`src/rtl/mega_ram_pkg.sv`:
```
// mega_ram_pkg
//   Shared types and constants for the mega core data-RAM arbiter.
//   owner_t : which master a read issued last cycle belongs to.
//   gnt_t   : which master (if any) is issued to the RAM this cycle.
package mega_ram_pkg;

    typedef enum logic [1:0] {
        OWN_NONE = 2'd0,
        OWN_CPU  = 2'd1,
        OWN_DMA  = 2'd2
    } owner_t;

    typedef enum logic [1:0] {
        GNT_NONE = 2'd0,
        GNT_CPU  = 2'd1,
        GNT_DMA  = 2'd2
    } gnt_t;

    // First address that may not be written (boot/ROM shadow region above it).
    localparam int WR_LIMIT_DEF = 'hB00;

    // Starvation counter width; MAX_WAIT is limited to 1..255.
    localparam int STARVE_CNT_W = 8;

endpackage

```
`src/rtl/mega_ram_arb_starve.sv`:
```
// mega_ram_arb_starve
//   Saturating count of consecutive cycles a pending DMA request lost to the
//   CPU. When the count reaches MAX_WAIT the DMA is forced onto the RAM.
// Ports:
//   clk, rst     : clock, synchronous active-high reset
//   i_halt       : RAM halted, count holds
//   i_dma_req    : DMA request pending
//   i_dma_gnt    : DMA issued this cycle (clears the count)
//   i_cpu_gnt    : CPU issued this cycle (counts if DMA was waiting)
//   o_force      : count has reached MAX_WAIT
module mega_ram_arb_starve
    import mega_ram_pkg::*;
#(
    parameter int MAX_WAIT = 8
) (
    input  logic clk,
    input  logic rst,
    input  logic i_halt,
    input  logic i_dma_req,
    input  logic i_dma_gnt,
    input  logic i_cpu_gnt,
    output logic o_force
);

    localparam logic [STARVE_CNT_W-1:0] LIM = STARVE_CNT_W'(MAX_WAIT);

    logic [STARVE_CNT_W-1:0] r_cnt;

    always_ff @(posedge clk) begin
        if (rst) begin
            r_cnt <= '0;
        end else if (i_halt) begin
            r_cnt <= r_cnt;
        end else if (i_dma_gnt) begin
            r_cnt <= '0;
        end else if (i_cpu_gnt && i_dma_req) begin
            // Saturate so a DMA refused while forced (cannot happen with a
            // well-behaved DMA) never wraps back to zero.
            if (r_cnt != LIM) begin
                r_cnt <= r_cnt + STARVE_CNT_W'(1);
            end
        end else begin
            r_cnt <= '0;
        end
    end

    assign o_force = (r_cnt == LIM);

endmodule

```
`src/rtl/mega_ram_arb.sv`:
```
// mega_ram_arb
//   Two-master arbiter in front of the mega core data RAM. The CPU data bus
//   has priority; a starvation counter guarantees the DMA master a slot. The
//   RAM has a one-cycle registered read, so the owner of each read is kept for
//   one cycle and the returned data is steered to that master.
// Ports:
//   clk, rst                    : clock, synchronous active-high reset
//   cpu_cs/we/re/a/d_in         : CPU request (held while cpu_stall)
//   cpu_d_out                   : CPU read data, cycle after the granted read
//   cpu_stall                   : CPU request not taken this cycle
//   dma_req/we/a/d_in           : DMA request (held until dma_ack)
//   dma_ack                     : DMA request issued this cycle
//   dma_rd_valid, dma_d_out     : DMA read return, cycle after a read ack
//   wr_err                      : pulse, a write at/above WR_LIMIT was dropped
//   ram_cs/we/re/a/d_in         : RAM command
//   ram_d_out                   : RAM read data (valid while ram_cs&ram_re)
//   ram_halt                    : RAM clearing, nothing is issued
module mega_ram_arb
    import mega_ram_pkg::*;
#(
    parameter int                        ADDR_BUS_WIDTH = 12,
    parameter int                        DATA_BUS_WIDTH = 8,
    parameter int                        MAX_WAIT       = 8,
    parameter logic [ADDR_BUS_WIDTH-1:0] WR_LIMIT       = ADDR_BUS_WIDTH'(WR_LIMIT_DEF)
) (
    input  logic                      clk,
    input  logic                      rst,
    input  logic                      cpu_cs,
    input  logic                      cpu_we,
    input  logic                      cpu_re,
    input  logic [ADDR_BUS_WIDTH-1:0] cpu_a,
    input  logic [DATA_BUS_WIDTH-1:0] cpu_d_in,
    output logic [DATA_BUS_WIDTH-1:0] cpu_d_out,
    output logic                      cpu_stall,
    input  logic                      dma_req,
    input  logic                      dma_we,
    input  logic [ADDR_BUS_WIDTH-1:0] dma_a,
    input  logic [DATA_BUS_WIDTH-1:0] dma_d_in,
    output logic                      dma_ack,
    output logic                      dma_rd_valid,
    output logic [DATA_BUS_WIDTH-1:0] dma_d_out,
    output logic                      wr_err,
    output logic                      ram_cs,
    output logic                      ram_we,
    output logic                      ram_re,
    output logic [ADDR_BUS_WIDTH-1:0] ram_a,
    output logic [DATA_BUS_WIDTH-1:0] ram_d_in,
    input  logic [DATA_BUS_WIDTH-1:0] ram_d_out,
    input  logic                      ram_halt
);

    owner_t                    r_owner;
    owner_t                    w_owner_nxt;
    logic                      r_wr_err;
    gnt_t                      w_gnt;
    logic                      w_force;
    logic                      w_op_we;
    logic                      w_op_re;
    logic [ADDR_BUS_WIDTH-1:0] w_op_a;
    logic [DATA_BUS_WIDTH-1:0] w_op_d;
    logic                      w_wr_block;
    logic                      w_ret;

    mega_ram_arb_starve #(
        .MAX_WAIT (MAX_WAIT)
    ) u_starve (
        .clk       (clk),
        .rst       (rst),
        .i_halt    (ram_halt),
        .i_dma_req (dma_req),
        .i_dma_gnt (w_gnt == GNT_DMA),
        .i_cpu_gnt (w_gnt == GNT_CPU),
        .o_force   (w_force)
    );

    // Issue decision. Reset is folded in so nothing reaches the RAM while
    // rst is high, even though the RAM port is purely combinational.
    always_comb begin
        w_gnt = GNT_NONE;
        if (!rst && !ram_halt) begin
            if (dma_req && (w_force || !cpu_cs)) begin
                w_gnt = GNT_DMA;
            end else if (cpu_cs) begin
                w_gnt = GNT_CPU;
            end
        end
    end

    // Selected operation and the owner of any read it starts.
    always_comb begin
        w_op_we     = 1'b0;
        w_op_re     = 1'b0;
        w_op_a      = '0;
        w_op_d      = '0;
        w_owner_nxt = OWN_NONE;
        case (w_gnt)
            GNT_CPU: begin
                w_op_we = cpu_we;
                w_op_re = cpu_re;
                w_op_a  = cpu_a;
                w_op_d  = cpu_d_in;
                if (cpu_re) begin
                    w_owner_nxt = OWN_CPU;
                end
            end
            GNT_DMA: begin
                w_op_we = dma_we;
                w_op_re = !dma_we;
                w_op_a  = dma_a;
                w_op_d  = dma_d_in;
                if (!dma_we) begin
                    w_owner_nxt = OWN_DMA;
                end
            end
            default: begin
            end
        endcase
    end

    always_ff @(posedge clk) begin
        if (rst) begin
            r_owner  <= OWN_NONE;
            r_wr_err <= 1'b0;
        end else begin
            r_owner  <= w_owner_nxt;
            r_wr_err <= w_wr_block;
        end
    end

    // A write into the protected region is still granted/acked, only the
    // RAM write strobe is suppressed.
    assign w_wr_block = w_op_we && (w_op_a >= WR_LIMIT);

    // Return cycle: the RAM output is gated by cs&re, so both are held high
    // while the previous cycle's read data is on ram_d_out.
    assign w_ret = !rst && (r_owner != OWN_NONE);

    assign ram_cs   = (w_gnt != GNT_NONE) || w_ret;
    assign ram_re   = w_op_re || w_ret;
    assign ram_we   = w_op_we && !w_wr_block;
    assign ram_a    = w_op_a;
    assign ram_d_in = w_op_d;

    assign cpu_stall    = cpu_cs && (w_gnt != GNT_CPU);
    assign dma_ack      = (w_gnt == GNT_DMA);
    assign wr_err       = r_wr_err;

    assign cpu_d_out    = (w_ret && r_owner == OWN_CPU) ? ram_d_out : '0;
    assign dma_rd_valid = w_ret && (r_owner == OWN_DMA);
    assign dma_d_out    = (w_ret && r_owner == OWN_DMA) ? ram_d_out : '0;

endmodule

```
`config.mk`:
```
export PLATFORM = sky130hd
export DESIGN_NAME = mega_ram_arb
export DESIGN_NICKNAME = d
export VERILOG_FILES = /design/src/rtl/mega_ram_pkg.sv /design/src/rtl/mega_ram_arb_starve.sv /design/src/rtl/mega_ram_arb.sv
export SDC_FILE = /design/constraint.sdc
export NUM_CORES = 1
export LEC_CHECK = 0
export CORE_MARGIN = 2
export CORE_UTILIZATION = 32
export CTS_BUF_LIST = sky130_fd_sc_hd__clkbuf_2 sky130_fd_sc_hd__clkbuf_4 sky130_fd_sc_hd__clkbuf_8
export DETAILED_ROUTE_END_ITERATION = 10
export GPL_TIMING_DRIVEN = 0
export PLACE_DENSITY = 0.91
export SLEW_MARGIN = 10
export SYNTH_ARGS = -nofsm -noshare
export SYNTH_HDL_FRONTEND = slang
export SYNTH_SLANG_ARGS = --single-unit
```
`constraint.sdc`:
```
create_clock -name clk -period 3.14 [get_ports clk]
set_input_delay 0.471 -clock clk [delete_from_list [all_inputs] [get_ports clk]]
set_output_delay 0.471 -clock clk [all_outputs]
set_load 0.02 [all_outputs]
```
# ---- Word level (Yosys, flattened, before mapping)
# Cells that the tools add are included.
dict set report totals {
  register_bits 11
  in_bits 56
  output_inout_bits 43
  elab_cells 49
}
dict set report classes {
  add_sub_neg 1
  magnitude_cmp 1
  eq_ne 8
  mux 15
  n_bitwise 1
  reduce_logical 20
}
# operator count
set op_table {}
lappend op_table {{8-bit two-way mux} 5}
lappend op_table {{12-bit one-hot mux with 2 select lines} 1}
lappend op_table {{8-bit one-hot mux with 2 select lines} 1}
lappend op_table {{12-bit greater-or-equal comparator, second input constant} 1}
lappend op_table {{1-bit logical AND} 9}
lappend op_table {{8-bit by 1-bit adder with 8-bit output, second input constant} 1}
lappend op_table {{8-bit by 4-bit == test with 1-bit output, second input constant} 1}
lappend op_table {{8-bit by 4-bit inequality test with 1-bit output, second input constant} 1}
lappend op_table {{2-bit two-way mux} 3}
lappend op_table {{1-bit logical NOT} 5}
lappend op_table {{2-bit by 1-bit == test with 1-bit output, second input constant} 2}
lappend op_table {{2-bit == test, second input constant} 2}
lappend op_table {{1-bit one-hot mux with 2 select lines} 2}
lappend op_table {{2-bit one-hot mux with 2 select lines} 1}
lappend op_table {{2-bit nonzero test} 2}
lappend op_table {{1-bit logical OR} 3}
lappend op_table {{3-bit inequality test, second input constant} 1}
lappend op_table {{1-bit two-way mux} 2}
lappend op_table {{2-bit by 1-bit inequality test with 1-bit output, second input constant} 1}
lappend op_table {{2-bit AND reduction} 1}
lappend op_table {{1-bit inverter} 1}

# ---- Longest topological paths before layout
# Gate-level depths: netlist of run 1.
dict set report logic_depth {
  word_depth 11
  depth_mapped 13
  mapped_depth_nobuf 11
}

# ---- Cells and area by module
# Synthesis of run 1 repeated with hierarchy kept, for this count alone.
dict set report hier_totals {
  hier_cells 146
  area_unflattened_um2 1106.1
}
# mod n_inst cells_per_inst area_per_inst_um2 seq_area_each_um2
set by_module_without_submodules {}
lappend by_module_without_submodules {mega_ram_arb 1 100 666.9 60.1}
lappend by_module_without_submodules {mega_ram_arb_starve 1 46 439.2 160.2}

# ---- Worst setup path before layout of run 1
# No wires, ideal clock.
dict set report synth_path {
  path_kind {reg-to-output}
  from {reg u_starve.r_cnt[0]}
  to {out ram_we}
  arrival_time_ns 2.517
  t_required_ns 2.669
  setup_slack_ns 0.152
  stages_incl_launch_ff 12
  path_buffers 1
  cell_sequence {dfxtp_1 -> inv_1 -> ha_1 -> and4bb_2 -> and2_1 -> a21o_1 -> ha_1 -> buf_6 -> a22oi_1 -> nor2b_1 -> o31a_1 -> nor2_1}
}
dict set report synth_between {
  elab_chain_len 11
  word_cells_on_any_way 13
  cone_classes {1 x order compare; 3 x eq/ne; 4 x mux; 5 x reduce/logical}
}
# element line_no
set synth_rtl {}
lappend synth_rtl {{start, declared} mega_ram_arb_starve.sv:27} ;# logic [STARVE_CNT_W-1:0] r_cnt;
lappend synth_rtl {{start signal, assigned} mega_ram_arb_starve.sv:33} ;# r_cnt <= r_cnt;
lappend synth_rtl {{start signal, assigned} mega_ram_arb_starve.sv:40} ;# r_cnt <= r_cnt + STARVE_CNT_W'(1);
lappend synth_rtl {{8-bit by 4-bit == test with 1-bit output} mega_ram_arb_starve.sv:47} ;# assign o_force = (r_cnt == LIM);
lappend synth_rtl {{1-bit logical OR} mega_ram_arb.sv:81} ;# if (dma_req && (w_force || !cpu_cs)) begin
lappend synth_rtl {{1-bit logical AND} mega_ram_arb.sv:81}
lappend synth_rtl {{2-bit two-way mux} mega_ram_arb.sv:81}
lappend synth_rtl {{2-bit two-way mux} mega_ram_arb.sv:80} ;# if (!rst && !ram_halt) begin
lappend synth_rtl {{2-bit == test} --}
lappend synth_rtl {{via dma_ack} mega_ram_arb.sv:39} ;# output logic dma_ack,
lappend synth_rtl {{12-bit one-hot mux with 2 select lines} mega_ram_arb.sv:96} ;# case (w_gnt)
lappend synth_rtl {{via ram_a[10]} mega_ram_arb.sv:46} ;# output logic [ADDR_BUS_WIDTH-1:0] ram_a,
lappend synth_rtl {{12-bit greater-or-equal comparator} mega_ram_arb.sv:132} ;# assign w_wr_block = w_op_we && (w_op_a >= WR_LIMIT);
lappend synth_rtl {{1-bit logical AND} mega_ram_arb.sv:132}
lappend synth_rtl {{1-bit logical NOT} mega_ram_arb.sv:140} ;# assign ram_we = w_op_we && !w_wr_block;
lappend synth_rtl {{1-bit logical AND} mega_ram_arb.sv:140}
lappend synth_rtl {{end, declared} mega_ram_arb.sv:44} ;# output logic ram_we,
# The timed path passes the listed nets, and every way through them passes these cells.

# ---- Worst setup path after layout of run 1
dict set report layout_path {
  from {reg u_starve.r_cnt[0]}
  to {out ram_re}
}
dict set report layout_between {
  elab_chain_len 8
  word_cells_on_any_way 9
  cone_classes {3 x eq/ne; 3 x mux; 3 x reduce/logical}
}
# element line_no
set layout_rtl {}
lappend layout_rtl {{8-bit by 4-bit == test with 1-bit output (*)} mega_ram_arb_starve.sv:47}
lappend layout_rtl {{1-bit logical OR (*)} mega_ram_arb.sv:81}
lappend layout_rtl {{1-bit logical AND (*)} mega_ram_arb.sv:81}
lappend layout_rtl {{2-bit two-way mux (*)} mega_ram_arb.sv:81}
lappend layout_rtl {{2-bit two-way mux (*)} mega_ram_arb.sv:80}
lappend layout_rtl {{2-bit == test or 2-bit by 1-bit == test with 1-bit output (tied branches)} mega_ram_arb.sv:96}
lappend layout_rtl {{1-bit one-hot mux with 2 select lines (*)} mega_ram_arb.sv:96}
lappend layout_rtl {{1-bit logical OR (*)} mega_ram_arb.sv:139} ;# assign ram_re = w_op_re || w_ret;
lappend layout_rtl {{end, declared} mega_ram_arb.sv:45} ;# output logic ram_re,
# Mark *: on every way between the ends. The rest lies on a longest branch, timed or not.

==> flow_summary.json, run 1 <==
{
  "outcome": "completed",
  "synthCells": 139,
  "tightest_slew_ps": 784,
  "synth_nets": 200,
  "clockRootBuffer": "clkbuf_4",
  "core_um2": 3340,
  "cpPeakStageDelay_ps": 360,
  "die_h_um": 62.9,
  "ys.warnings.count": 0,
  "synth-seq-cells": 11,
  "fin_util": 0.657,
  "htreeDepth": 1,
  "drt-initial-drc-count": 48,
  "crit_arrival_ps": 2550,
  "via_count": 1442,
  "path_class": "flip-flop to output pin",
  "hold_path.class": "flip-flop to flip-flop",
  "start_util": 0.332,
  "first_global_vias": 1410,
  "worstPathRequired_ps": 2670,
  "powerDensity_nw_per_um2": 167,
  "cts_made_buffers": 3,
  "p_int_uw": 271,
  "finalHoldViolations": 0,
  "numPortBuffers": 98,
  "cts.clk_slew.worst_paths_ps": 80,
  "grtUsageTotal": 0.190,
  "synth_common_cells": "and2_1 (18), a22o_1 (16), dfxtp_1 (11)",
  "grt_overflow_total": 0,
  "period_share": 0.963,
  "n_antenna_cell": 0,
  "max_slew_margin": 0.476,
  "setup_violations": 0,
  "drt_wl_total_mm": 3.84,
  "gp_congestion": 0.848,
  "skew_ps": 1.97,
  "end_kind": "output pin",
  "drive_gt1_frac": 0.207,
  "place_hpwl_mm": 3.06,
  "grt_max_degree": 11,
  "die_w_um": 62.9,
  "peakVddDrop_mv": 0.134,
  "numClockSinks": 11,
  "drt_first_pass_iters": 4,
  "worstSetupStartpointType": "flip-flop",
  "grt_pass1_wl_mm": 6.27,
  "finalMaxSlewViolations": 0,
  "num_rows": 21,
  "power.switching_uw": 94.7,
  "nNetsFinal": 304,
  "area_growth_pct": 97.7,
  "ant_nets": 0,
  "pin_count": 99,
  "async_reset_ff_frac": 0,
  "crit_chain": "inv_2 -> ha_1 -> and4bb_2 -> and2_4 -> a21o_1 -> buf_4 -> ha_4 -> and2_4 -> buf_6 -> nand2_1 -> o211ai_1 -> buf_4",
  "grt_setup_unrepaired": "yes",
  "clock_latency_ps": 260,
  "ys_types": 38,
  "cap_violations": 0,
  "wl_per_cell_um": 13.3,
  "leakagePower_nw": 0.939,
  "antenna_found_initial": 0,
  "seq_area_frac_synth": 0.199,
  "synth_top_area_share": 0.199,
  "drc": 0,
  "synth.largest_area_cell": "dfxtp_1",
  "cts_tree": "built",
  "via_per_inst": 5.01,
  "synthesis.area_um2": 1110,
  "clkPwrFrac": 0.267,
  "fmax_mhz": 331,
  "power_frac_comb": 0.351,
  "synth.most_common_cell": "and2_1",
  "fin_crit_ps": 3020,
  "seqPwrFrac": 0.382,
  "cts_buffer_depth": 2,
  "dieArea_um2": 3950,
  "synth_ff_type": "dfxtp_1",
  "finalPower_uw": 366,
  "synth_edf_count": 0,
  "cp_max_fo": 10,
  "netlist_top_cells_area": "dfxtp_1 (20%), a22o_1 (13%), and2_1 (10%), ha_1 (5.6%), a22oi_1 (3.4%)",
  "swShare": 0.259,
  "syn_area_per_cell_um2": 7.98,
  "slowest_stage": "dfxtp_2"
}
==> metal layers <==
metal,GRT usage,vias up,routed length (µm)
li1,-,720,-
met1,0.221,661,1540
met2,0.356,57,2080
met3,0.0306,4,173
met4,0.0472,0,44
met5,0,-,0
==> kinds of logic (layout without fill, tap and decap cells) <==
kind of cell	count (synthesis)	after routing	share of synthesized area
AND/OR/NAND/NOR	70	70	0.392
AO/OA/AOI/OAI	40	40	0.271
buffers and inverters	12	115	0.0745
flip-flops	11	11	0.199
adder cells (fa/ha/maj)	5	5	0.0564
XOR/XNOR	1	1	0.00790
==> layout make-up <==
class                      count  area (µm²)
fill                         302        1140
timing repair buffer         102         946
multi-input combinational    116         863
sequential                    11         223
buffer                         6        63.8
tap                           46        57.6
clock buffer                   3        22.5
inverter                       3        11.3
clock inverter                 1        5.00
==> final timing paths <==
check | startpoint | end | slack, ps | cells past startpoint
setup / recovery | u_starve.r_cnt[0]$_SDFFE_PP0P_ | ram_re | 120 | 12
hold / removal | u_starve.r_cnt[0]$_SDFFE_PP0P_ | u_starve.r_cnt[0]$_SDFFE_PP0P_ | 500 | 2
setup reg to reg | u_starve.r_cnt[0]$_SDFFE_PP0P_ | u_starve.r_cnt[6]$_SDFFE_PP0P_ | 670 | 11
hold reg to reg | u_starve.r_cnt[0]$_SDFFE_PP0P_ | u_starve.r_cnt[0]$_SDFFE_PP0P_ | 500 | 2
==> power groups by stage <==
| stage | Clock, mW | Combinational, mW | Sequential, mW |
|---|---|---|---|
| after detailed placement | 0 | 0.125 | 0.143 |
| final | 0.0975 | 0.128 | 0.140 |
| after global routing | 0.104 | 0.138 | 0.140 |
| after global placement | 0 | 0.123 | 0.143 |
| after floorplan | 0 | 0.0354 | 0.143 |
| after CTS | 0.0973 | 0.126 | 0.140 |
==> cells in the final DEF, fill, tap and decap left out, types with 3 or more instances in the layout <==
cell and count:
a31oi_1 3, and2_1 16, dlygate4sd2_1 8, a22o_1 16
nor2b_1 4, buf_4 6, nor3_1 3, clkbuf_4 3
nand2b_1 3, buf_2 11, nand3_1 4, a22oi_1 4
and2_4 3, nor3b_1 3, a21oi_1 6, nand2_1 8
buf_6 4, dfxtp_1 9, o21ai_0 3, nor2_1 7
clkdlybuf4s50_1 74
==> per-stage QoR <==
step / cells / hold WS (ps) / TNS [ps] / instance area (µm²) / setup slack, ps
floorplan: 139 / 460 / 0 / 1110 / 152
global placement: 283 / 483 / -9310 / 2150 / -648
detailed placement: 283 / 493 / -10180 / 2150 / -695
CTS: 286 / 496 / 0 / 2150 / 10.1
global route: 288 / 521 / -24.8 / 2190 / -14.5
finish: 288 / 499 / 0 / 2190 / 116
==> critical path: cells and delay by family (launching register included) <==
| kind | cells | cell delay, ps |
|---|---|---|
| AO/OA/AOI/OAI | 2 | 270 |
| adder cells (fa/ha/maj) | 2 | 460 |
| buffers and inverters | 4 | 520 |
| flip-flops | 1 | 360 |
| AND/OR/NAND/NOR | 4 | 670 |
==> state kept, by name (all words and copies together) (netlist names) <==
name and count:
r_owner 2, u_starve.r_cnt 8, wr_err 1
==> timing repair <==
action | in CTS | in global routing
pin swaps | 2 | 3
resized for setup | 72 | 16
setup endpoints to repair | 22 | 20
hold buffers | 0 | 0
setup buffers | 1 | 3
cloned | 0 | 0
(Power assumes the default switching activity.)
==> run 2: changes to the inputs <==
==> constraint.sdc (replaced) <==
create_clock -name clk -period 3.14 [get_ports clk]
set_input_delay 0.942 -clock clk [delete_from_list [all_inputs] [get_ports clk]]
set_output_delay 0.942 -clock clk [all_outputs]
set_load 0.02 [all_outputs]
==> flow_summary.json, run 2 (same netlist as run 1, synthesis figures left out) <==
{
  "outcome": "complete, but fails checks",
  "violations": "negative setup slack",
  "start_util": 0.332,
  "drive_gt1_frac": 0.425,
  "die_h_um": 62.9,
  "grt_pass1_wl_mm": 8.83,
  "cts_buffer_depth": 2,
  "dieArea_um2": 3950,
  "pin_count": 99,
  "path_class": "flip-flop to output pin",
  "hold_path.class": "flip-flop to flip-flop",
  "grt_max_degree": 12,
  "via_per_inst": 5.72,
  "fmax_mhz": 278,
  "dr_wl_met3_um": 449,
  "place_ws_ps": -1470,
  "clockRootBuffer": "clkbuf_4",
  "period_share": 1.14,
  "grtUsageTotal": 0.282,
  "dp_cells": 283,
  "setup_violations": 23,
  "placed_cell_area_um2": 2340,
  "grt_overflow_total": 0,
  "gp_congestion": 0.796,
  "final_cell_mix": "clkdlybuf4s50_1 (64), buf_6 (28), buf_4 (23), and2_1 (16), a22o_4 (10)",
  "leakagePower_nw": 1.26,
  "drt_wl_total_mm": 6.43,
  "ant_nets": 0,
  "tightest_slew_ps": 374,
  "finalPower_uw": 427,
  "wirelength_met1_mm": 2.21,
  "antenna_found_initial": 0,
  "routed.top_layer": "met4",
  "crit_family": "simple AND/OR/NAND/NOR gates",
  "wl_met2_mm": 3.36,
  "fin_cells": 314,
  "num_rows": 21,
  "clock_latency_ps": 280,
  "end_kind": "output pin",
  "crit_arrival_ps": 2650,
  "htreeDepth": 1,
  "place_hpwl_mm": 3.31,
  "first_global_vias": 1821,
  "hold_buffers": 0,
  "skew_ps": 11.2,
  "mostFrequentLayoutCell": "clkdlybuf4s50_1",
  "tns_ps": -7310,
  "cts_tree": "built",
  "wl_per_cell_um": 20.5,
  "nNetsFinal": 330,
  "finalHoldViolations": 0,
  "largest_reg_flops": 8,
  "numClockSinks": 11,
  "cap_violations": 0,
  "worstPathRequired_ps": 2200,
  "peakVddDrop_mv": 0.117,
  "cts.clk_slew.worst_paths_ps": 90,
  "finalMaxSlewViolations": 0,
  "drt-initial-drc-count": 132,
  "cts_made_buffers": 3,
  "core_um2": 3340,
  "n_antenna_cell": 0,
  "fin_crit_ps": 3590,
  "timing.final.ws_setup_ps": -452,
  "fillerInstances": 176,
  "grt_setup_unrepaired": "yes",
  "drt_first_pass_iters": 5,
  "cp_max_fo": 5,
  "worstSetupStartpointType": "flip-flop",
  "numPortBuffers": 98,
  "die_w_um": 62.9,
  "final_area_um2": 2770,
  "path_buf_inv": 4,
  "slowest_stage": "dfxtp_2",
  "cpPeakStageDelay_ps": 350,
  "top_register": "u_starve.r_cnt",
  "max_slew_margin": 0.750,
  "area_growth_pct": 150,
  "via_count": 1796,
  "crit_chain": "inv_2 -> ha_4 -> and4bb_2 -> and2_4 -> a21o_1 -> buf_6 -> ha_4 -> buf_4 -> nor2b_4 -> o31a_1 -> nor2_4 -> buf_6",
  "drc": 0,
  "powerDensity_nw_per_um2": 154
}
-- run 2: path summary, 6_finish.rpt --
check,start,endpoint,slack (ps),cells past startpoint
worst max-delay path,u_starve.r_cnt[0]$_SDFFE_PP0P_,ram_we,-450,12
worst min-delay path,u_starve.r_cnt[7]$_SDFFE_PP0P_,u_starve.r_cnt[7]$_SDFFE_PP0P_,520,2
worst max register to register,u_starve.r_cnt[0]$_SDFFE_PP0P_,u_starve.r_cnt[6]$_SDFFE_PP0P_,340,14
worst min register to register,u_starve.r_cnt[7]$_SDFFE_PP0P_,u_starve.r_cnt[7]$_SDFFE_PP0P_,520,2
-- run 2: area by class of cell --
cell class / count / area (µm²) / area share
sequential: 11 / 223 / 0.0804
inverter: 3 / 13.8 / 0.00497
timing repair buffer: 128 / 1300 / 0.468
buffer: 4 / 58.8 / 0.0212
clock buffer: 4 / 30.0 / 0.0108
multi-input combinational: 118 / 1090 / 0.394
tap: 46 / 57.6 / 0.0208
-- run 2: power by group --
part           total (mW)  internal [mW]  leakage (nW)  switching (mW)
clock               0.116         0.0579        0.0184          0.0578
sequential          0.140          0.140        0.0896        0.000311
combinational       0.172          0.104          1.15          0.0674
total               0.427          0.302          1.26           0.125
-- run 2: per-stage QoR --
stage                util  hold WS, ps
floorplan               -          460
global placement    0.700          485
detailed placement  0.700          489
CTS                 0.790          508
global route        0.831          539
finish              0.831          518
-- run 2: tightest hold or removal path, cell delays in order (launching register included) --
cell	delay, ps
dfxtp_1	330
o21ai_0	80
a21oi_1	60
-- run 2: what timing repair did --
item / 4_1_cts / 5_1_grt
cloned: 3 / 1
pin swaps: 9 / 15
buffers inserted: 18 / 11
resized for setup: 181 / 26
endpoints found under the setup margin: 42 / 40
-- run 2: metal layers --
metal,vias to the layer above,track usage
met4,0,0.147
met3,43,0.0577
met2,132,0.531
met5,-,0
li1,775,-
met1,846,0.290
==> run 3: changes to the inputs <==
--- a/config.mk
+++ b/config.mk
@@ -9,6 +9,7 @@
 export CORE_UTILIZATION = 32
 export CTS_BUF_LIST = sky130_fd_sc_hd__clkbuf_2 sky130_fd_sc_hd__clkbuf_4 sky130_fd_sc_hd__clkbuf_8
 export DETAILED_ROUTE_END_ITERATION = 10
+export GPL_ROUTABILITY_DRIVEN = 0
 export GPL_TIMING_DRIVEN = 0
 export PLACE_DENSITY = 0.91
 export SLEW_MARGIN = 10
==> constraint.sdc (replaced) <==
create_clock -name clk -period 3.14 [get_ports clk]
set_input_delay 0.628 -clock clk [delete_from_list [all_inputs] [get_ports clk]]
set_output_delay 0.628 -clock clk [all_outputs]
set_load 0.02 [all_outputs]
==> flow_summary.json, run 3 (same netlist as run 1, synthesis figures left out) <==
{
  "outcome": "complete, but fails checks",
  "violations": "negative setup slack",
  "cts_tree": "built",
  "place_hpwl_mm": 3.08,
  "die_w_um": 62.9,
  "grt_util_met3": 0.0378,
  "drt_wl_total_mm": 4.53,
  "tns_ps": -84.4,
  "hold_buffers": 0,
  "skew_ps": 7.75,
  "leakagePower_nw": 1.01,
  "numPortBuffers": 98,
  "met2_usage": 0.418,
  "drt_first_pass_iters": 4,
  "cts_buffer_depth": 2,
  "peakVddDrop_mv": 0.122,
  "grt_overflow_total": 0,
  "pin_count": 99,
  "cap_violations": 0,
  "numClockSinks": 11,
  "clock_latency_ps": 270,
  "mostFrequentLayoutCell": "clkdlybuf4s50_1",
  "r2r_end": "u_starve.r_cnt[6]$_SDFFE_PP0P_",
  "num_rows": 21,
  "ant_nets": 0,
  "wl_per_cell_um": 15.2,
  "top_usage_layer": "met2",
  "grt_pass1_wl_mm": 6.76,
  "cts_made_buffers": 3,
  "use_met1": 0.217,
  "top_register": "u_starve.r_cnt",
  "nNetsFinal": 315,
  "fmax_mhz": 315,
  "via_count": 1531,
  "period_share": 1.01,
  "crit_path_start": "u_starve.r_cnt[0]$_SDFFE_PP0P_",
  "worstPathRequired_ps": 2510,
  "clockRootBuffer": "clkbuf_4",
  "via_per_inst": 5.12,
  "grt_max_degree": 11,
  "cts.clk_slew.worst_paths_ps": 70,
  "r2r_cells": 12,
  "largest_reg_flops": 8,
  "drc": 0,
  "start_util": 0.332,
  "reg2reg_slack_ps": 720,
  "hold_path.class": "flip-flop to flip-flop",
  "crit_arrival_ps": 2550,
  "dieArea_um2": 3950,
  "finalPower_uw": 390,
  "finalHoldViolations": 0,
  "drive_gt1_frac": 0.304,
  "fin_crit_ps": 3180,
  "drt-initial-drc-count": 48,
  "tightest_slew_ps": 453,
  "setup_violations": 6,
  "powerDensity_nw_per_um2": 164,
  "final_cell_mix": "clkdlybuf4s50_1 (71), buf_6 (16), a22o_1 (16), and2_1 (16), buf_4 (11)",
  "timing.final.ws_setup_ps": -38.0,
  "path_class": "flip-flop to output pin",
  "crit_path_end": "ram_we",
  "core_um2": 3340,
  "grt_setup_unrepaired": "yes",
  "end_kind": "output pin",
  "die_h_um": 62.9,
  "antenna_found_initial": 0,
  "htreeDepth": 1,
  "max_slew_margin": 0.697,
  "fin_util": 0.712,
  "finalMaxSlewViolations": 0,
  "n_antenna_cell": 0,
  "grtUsageTotal": 0.209,
  "area_growth_pct": 114,
  "worstSetupStartpointType": "flip-flop",
  "worstReg2RegStart": "u_starve.r_cnt[0]$_SDFFE_PP0P_",
  "first_global_vias": 1500,
  "cp_max_fo": 10
}
[run 3: cell count changes in the layout (fill, tap and decap cells not counted), sizes merged]
| cell | before | now |
|---|---|---|
| clkbuf | 5 | 8 |
| clkdlybuf4s50 | 64 | 71 |
| clkdlybuf4s15 | 1 | 0 |
| nor3b | 4 | 3 |
| and2 | 20 | 19 |
| buf | 59 | 37 |
| dlygate4sd2 | 2 | 5 |
| dlymetal6s2s | 5 | 2 |
[run 3: power by group]
group / total (mW) / internal (mW) / switching [mW]
clock network: 0.110 / 0.0577 / 0.0518
logic: 0.140 / 0.0904 / 0.0500
registers: 0.140 / 0.140 / 0.000206
[run 3: timing repair]
item                       4_1_cts  5_1_grt
gates cloned                     1        1
pin swaps                        5       15
setup endpoints to repair       41       21
buffers inserted                 4        8
gates resized for setup        106       37
[run 3: metal layers]
| layer | part of all wire | vias to the layer above | wire length [µm] |
|---|---|---|---|
| met3 | 0.054 | 6 | 243 |
| met1 | 0.38 | 717 | 1720 |
| li1 | - | 740 | - |
| met4 | 0.015 | 0 | 67 |
| met2 | 0.55 | 68 | 2510 |
| met5 | 0 | - | 0 |
[run 3: final cells by class]
type | count | area [µm²]
Timing Repair Buffer | 112 | 1070
Tap cell | 46 | 57.6
Sequential cell | 11 | 223
Inverter | 3 | 11.3
Clock buffer | 4 | 30.0
Multi-Input combinational cell | 116 | 903
Buffer | 7 | 78.8
Fill cell | 255 | 961
[run 3: critical path: stages, from the launching register on]
cell and delay, ps:
dfxtp_2 340, inv_2 40, ha_2 160, and4bb_2 240, nand2_2 100, nand2_2 80
and3_4 190, ha_2 190, buf_6 140, a22oi_2 160, nor2b_1 80, o31a_1 330
nor2_2 120, buf_6 120
[run 3: worst min-delay path by stage]
stage	startpoint	endpoint	slack, ps	cells after the start
finish	u_starve.r_cnt[7]$_SDFFE_PP0P_	u_starve.r_cnt[7]$_SDFFE_PP0P_	510	2
global route	u_starve.r_cnt[7]$_SDFFE_PP0P_	u_starve.r_cnt[7]$_SDFFE_PP0P_	570	2
CTS	u_starve.r_cnt[7]$_SDFFE_PP0P_	u_starve.r_cnt[7]$_SDFFE_PP0P_	510	2
detailed placement	u_starve.r_cnt[1]$_SDFFE_PP0P_	u_starve.r_cnt[1]$_SDFFE_PP0P_	500	2
global placement	u_starve.r_cnt[7]$_SDFFE_PP0P_	u_starve.r_cnt[7]$_SDFFE_PP0P_	480	2
floorplan	u_starve.r_cnt[7]$_SDFFE_PP0P_	u_starve.r_cnt[7]$_SDFFE_PP0P_	460	2
[run 3: stage by stage]
stage	area (µm²)	hold WS (ps)	setup slack, ps	instances
floorplan	1110	460	65.2	139
global placement	2150	482	-952	283
detailed placement	2150	499	-990	283
CTS	2240	509	-29.7	291
global route	2380	567	-117	299
finish	2380	509	-38.0	299
